**config.mk**
```make
export PLATFORM = sky130hd
export DESIGN_NAME = pipe_hazard_ctrl
export DESIGN_NICKNAME = d
export VERILOG_FILES = /design/src/rtl/rv32i_pkg.sv /design/src/rtl/hazard_detect.sv /design/src/rtl/pipe_hazard_ctrl.sv
export SDC_FILE = /design/constraint.sdc
export NUM_CORES = 1
export LEC_CHECK = 0
export ABC_AREA = 1
export CAP_MARGIN = 20
export CORE_MARGIN = 2
export CORE_UTILIZATION = 52
export CTS_CLUSTER_SIZE = 40
export DETAILED_ROUTE_END_ITERATION = 16
export GPL_TIMING_DRIVEN = 1
export PLACE_DENSITY = 0.89
export RECOVER_POWER = 100
export SYNTH_ARGS = -nofsm -noshare
export SYNTH_HDL_FRONTEND = slang
export SYNTH_SLANG_ARGS = --single-unit
```
**constraint.sdc**
```tcl
create_clock -name clk -period 4.55 [get_ports clk]
set_clock_uncertainty 0.2 [all_clocks]
set_input_delay 1.1375 -clock clk [delete_from_list [all_inputs] [get_ports clk]]
set_output_delay 1.1375 -clock clk [all_outputs]
set_load 0.02 [all_outputs]
```
**src/rtl/rv32i_pkg.sv**
```systemverilog
// Shared types for the pipeline hazard controller: memory-wait FSM states,
// register index width and the pipeline control bundle.
package rv32i_pkg;

    localparam int REG_W       = 5;
    localparam int STALL_CNT_W = 16;

    typedef enum logic [1:0] {
        ST_IDLE  = 2'd0,
        ST_WAIT  = 2'd1,
        ST_DONE  = 2'd2,
        ST_ERROR = 2'd3
    } mem_state_t;

    typedef struct packed {
        logic pc_en;
        logic ifid_en;
        logic idex_en;
        logic exmem_en;
        logic memwb_en;
        logic ifid_flush;
        logic idex_flush;
    } pipe_ctrl_t;

    // Resolve the pipeline control word; memory stall outranks a taken
    // branch, which outranks a load-use bubble.
    function automatic pipe_ctrl_t select_ctrl(input logic mem_stall,
                                               input logic branch,
                                               input logic load_use);
        pipe_ctrl_t c;
        if (mem_stall)
            c = 7'b00000_00;
        else if (branch)
            c = 7'b11111_11;
        else if (load_use)
            c = 7'b00111_01;
        else
            c = 7'b11111_00;
        return c;
    endfunction

endpackage

```
**src/rtl/hazard_detect.sv**
```systemverilog
// Load-use hazard detection between the load in ID/EX and the consumer in IF/ID.
module hazard_detect
    import rv32i_pkg::*;
(
    input  logic             ex_mem_read,
    input  logic [REG_W-1:0] ex_rd,
    input  logic [REG_W-1:0] id_rs1,
    input  logic [REG_W-1:0] id_rs2,
    input  logic             id_use_rs1,
    input  logic             id_use_rs2,
    output logic             load_use
);

    // x0 never carries a dependency, so a load to x0 cannot cause a hazard.
    always_comb begin
        load_use = ex_mem_read && (ex_rd != '0) &&
                   ((id_use_rs1 && (id_rs1 == ex_rd)) ||
                    (id_use_rs2 && (id_rs2 == ex_rd)));
    end

endmodule

```
**src/rtl/pipe_hazard_ctrl.sv**
```systemverilog
// Pipeline hazard controller: data-memory wait FSM with timeout, pipeline
// enable/flush generation and a saturating stall-cycle counter.
//
// state    | meaning
// ---------+---------------------------------------------------------------
// ST_IDLE  | no access in flight; mem_val starts one (stall this cycle)
// ST_WAIT  | dmem_req held, waiting for dmem_ack, wait counter running
// ST_DONE  | access completed, pipeline released for one cycle
// ST_ERROR | dmem_ack never arrived; pipeline frozen until reset
module pipe_hazard_ctrl
    import rv32i_pkg::*;
#(
    parameter int TIMEOUT = 255,
    parameter int CNT_W   = 8
) (
    input  logic                   clk,
    input  logic                   rst,
    input  logic                   mem_val,
    input  logic                   mem_rw,
    input  logic                   dmem_ack,
    input  logic                   ex_mem_read,
    input  logic [REG_W-1:0]       ex_rd,
    input  logic [REG_W-1:0]       id_rs1,
    input  logic [REG_W-1:0]       id_rs2,
    input  logic                   id_use_rs1,
    input  logic                   id_use_rs2,
    input  logic                   ex_branch_taken,
    output logic                   pc_en,
    output logic                   ifid_en,
    output logic                   idex_en,
    output logic                   exmem_en,
    output logic                   memwb_en,
    output logic                   ifid_flush,
    output logic                   idex_flush,
    output logic                   dmem_req,
    output logic                   dmem_we,
    output logic                   mem_error,
    output logic [STALL_CNT_W-1:0] stall_cnt
);

    localparam logic [CNT_W-1:0] CNT_LAST = CNT_W'(TIMEOUT - 1);

    mem_state_t       state, state_next;
    logic [CNT_W-1:0] wait_cnt;
    logic             mem_stall;
    logic             load_use;
    pipe_ctrl_t       ctrl;

    hazard_detect u_hazard_detect (
        .ex_mem_read (ex_mem_read),
        .ex_rd       (ex_rd),
        .id_rs1      (id_rs1),
        .id_rs2      (id_rs2),
        .id_use_rs1  (id_use_rs1),
        .id_use_rs2  (id_use_rs2),
        .load_use    (load_use)
    );

    // Next-state and memory-stall decode; ack wins over timeout in WAIT.
    always_comb begin
        state_next = state;
        mem_stall  = 1'b0;
        case (state)
            ST_IDLE: begin
                if (mem_val) begin
                    mem_stall  = 1'b1;
                    state_next = ST_WAIT;
                end
            end
            ST_WAIT: begin
                mem_stall = 1'b1;
                if (dmem_ack)
                    state_next = ST_DONE;
                else if (wait_cnt == CNT_LAST)
                    state_next = ST_ERROR;
            end
            ST_DONE: begin
                state_next = ST_IDLE;
            end
            ST_ERROR: begin
                mem_stall = 1'b1;
            end
            default: begin
                state_next = ST_IDLE;
            end
        endcase
        ctrl = select_ctrl(mem_stall, ex_branch_taken, load_use);
    end

    assign pc_en      = ctrl.pc_en;
    assign ifid_en    = ctrl.ifid_en;
    assign idex_en    = ctrl.idex_en;
    assign exmem_en   = ctrl.exmem_en;
    assign memwb_en   = ctrl.memwb_en;
    assign ifid_flush = ctrl.ifid_flush;
    assign idex_flush = ctrl.idex_flush;

    // FSM state, wait counter, registered memory request and sticky error.
    always_ff @(posedge clk or negedge rst) begin
        if (!rst) begin
            state     <= ST_IDLE;
            wait_cnt  <= '0;
            dmem_req  <= 1'b0;
            dmem_we   <= 1'b0;
            mem_error <= 1'b0;
        end else begin
            state     <= state_next;
            mem_error <= mem_error | (state_next == ST_ERROR);
            if (state == ST_WAIT && state_next == ST_WAIT)
                wait_cnt <= wait_cnt + 1'b1;
            else
                wait_cnt <= '0;
            if (state == ST_IDLE && state_next == ST_WAIT) begin
                dmem_req <= 1'b1;
                dmem_we  <= mem_rw;
            end else if (state_next != ST_WAIT) begin
                dmem_req <= 1'b0;
                dmem_we  <= 1'b0;
            end
        end
    end

    // Count every cycle the PC is held, saturating at all-ones.
    always_ff @(posedge clk or negedge rst) begin
        if (!rst)
            stall_cnt <= '0;
        else if (!pc_en && (stall_cnt != '1))
            stall_cnt <= stall_cnt + 1'b1;
    end

endmodule

```
==> metrics.cfg <==
[routing]
ant_nets=0
wirelength_met1_microns=1800
drt-pass1-iter-count=5
viasPerCell=4.94
highest-signal-layer=met4
wl_microns=4130
drc=0
met3_length_microns=178
met2WireLength_microns=2100
wl_per_cell_microns=11.6
vias=1765
drt_first_iter_violations=60

[logic_synthesis]
synth.avg_cell_area_sq_um=7.12
syn_area_sq_mm=0.00184
synth-seq-cells=29
synth_fp_nets=286
synth_seq_area_share_pct=39.4
synth.top_cell.area_share_pct=39.4
yosysMostFrequentCell=nand2_1
yosysWarningCount=0
synth_common_cells=nand2_1, inv_1, nand3_1
ys.flop_type=dfrtp_1
synthCells=259
synthTopCellsByArea=dfrtp_1, nand2_1, nand3_1
synth-async-reset-ratio_pct=100
synth.largest_area_cell=dfrtp_1
synth_edf_count=0
ys_types=21

[final_layout]
drive_gt1_share_pct=3.86
final_cells=357
ff_latch_area_sq_um=726
multi_input_area_sq_um=926
utilization_pct=71.3
syn_to_final_growth_pct=30.1
diodes=0
nNetsFinal=338
n_fill_cell=293

[power_and_ir_drop]
power_switching_mw=0.400
cell_internal_pwr_mw=0.536
leakagePower_nw=1.24
combPwrFrac_pct=46.0
cellPowerDensity_mw_per_mm2=390
peakVddDrop_uv=324
seq_power_share_pct=36.9
p_clk_share_pct=17.1
power.share.switching_pct=42.7

[placed_design]
portBuffers=49
routabilityCongestion=0.851
dp.cells=350
detailed_place_hpwl_microns=3170

[setup_path]
path_cells=dlygate4sd3_1, inv_1, nand2_1, nand2_1, nor2_1, nand3_1, nand2_1, nand3_1, nand2_1, inv_1, clkdlybuf4s50_1
cpMostUsedCell=nand2_1
slowest_delay_ps=600
cp.required_ps=3210
crit_path_max_fanout=3
cpMaxStageDelayCell=clkdlybuf4s50_1
reg2reg_from=state[0]
path_class=in2out
end_kind=output port
worstPathArrival_ps=2930
critPathLaunchType=input port
critical_path.startpoint=ex_rd[4]

[clock_network]
clock_latency_ps=330
cts_tree=built
holdBufCountCts=0
cts_max_path_buffers=2
clock-sinks=29
cts.clk_slew.worst_paths_ps=90
cts-root-buf=clkbuf_4
post_cts.repair.setup_buffers=0
cts_max_level=2
cts_resized=0
cts_buffers=5

[floorplan]
rows=21
fp.dieW_microns=63.5
core_area_sq_mm=0.00336
die_area_sq_mm=0.00404
io_pins=50
floorplan.initialDensity_pct=54.8
fp.dieH_microns=63.5

[status]
outcome=complete, but fails checks
violations=max-capacitance violations, max-slew violations

[grt]
grt_pass1_vias=1697
grt_pass1_wl_microns=7290
antenna_found_initial=0
gr-total-overflow=0
grt_max_degree=30
grt_usage_pct=22.9

[timing]
tightest_slew_ps=1530
holdWs_ps=277
setup-violations-final=0
tns_ps=0
fin_crit_ps=4270
finalMaxSlewViolations=30
fmax_mhz=234
slew_headroom_pct=-2.10
period_share_pct=93.8
final_hold_viol_count=0
rsz0062_at_grt=no

[min_path]
hp-class=reg2reg
min_from=mem_error

[flow_run]
cap_violations=1

[power groups by stage]
stage	combinational [mW]	sequential [mW]	clock [mW]
global route	0.481	0.351	0.178
floorplan	0.272	0.376	0
finish	0.430	0.345	0.160
global placement	0.454	0.351	0
detailed placement	0.462	0.351	0
CTS	0.464	0.347	0.164
[metal layers]
layer,vias up,track usage [%]
met2,44,41.8
met4,0,5.71
met5,-,0
met1,808,26.3
li1,908,-
met3,5,6.25
[through the flow]
stage	total power, mW	area (sq um)	worst slack (ps)
after floorplan	0.648	1840	1020
after global placement	0.804	2360	351
after detailed placement	0.813	2360	338
after CTS	0.974	2410	335
after global routing	1.01	2400	101
final	0.936	2400	282
[cells in the final DEF, fill, tap and decap left out, drive strengths merged]
master / instances
a21oi: 1
clkbuf: 9
clkdlybuf4s50: 22
dfrtp: 29
dlygate4sd3: 27
ha: 3
inv: 36
nand2: 88
nand3: 32
nand4: 4
nor2: 32
nor3: 5
nor3b: 1
o21ai: 3
o21bai: 1
xnor2: 5
xor2: 13
[critical path: cells and delay by family]
family | cells | cell delay (ps)
AND/OR/NAND/NOR | 7 | 420
buffers and inverters | 4 | 1360
[registers in the layout (all words and copies together), names as in the netlist]
| register | flops |
|---|---|
| stall_cnt | 16 |
| wait_cnt | 8 |
| state | 2 |
| dmem_req | 1 |
| dmem_we | 1 |
| mem_error | 1 |
[final timing paths]
path                       cells after the start  slack, ps      endpoint
setup / recovery                              11        280       ifid_en
hold / removal                                 1        280     mem_error
setup reg to reg                               9       1910  stall_cnt[8]
hold reg to reg                                1        280     mem_error
max in group asynchronous                      2       1750   wait_cnt[4]
min in group asynchronous                      2       1510  stall_cnt[6]
[area by class of cell]
| type | count | area share [%] |
|---|---|---|
| Clock buffer | 7 | 2.30 |
| Multi-Input combinational cell | 188 | 38.6 |
| Tap cell | 46 | 2.40 |
| Timing Repair Buffer | 51 | 20.8 |
| Sequential cell | 29 | 30.3 |
| Inverter | 36 | 5.64 |
[cell families after synthesis]
| family | count (synthesis) | synth area share [%] |
|---|---|---|
| AND/OR/NAND/NOR | 162 | 38.7 |
| AO/OA/AOI/OAI | 5 | 1.49 |
| XOR/XNOR | 18 | 8.55 |
| adder cells (fa/ha/maj) | 3 | 2.04 |
| flip-flops | 29 | 39.4 |
| buffers and inverters | 42 | 9.84 |
Note: power is estimated with default switching activity, not from simulation.
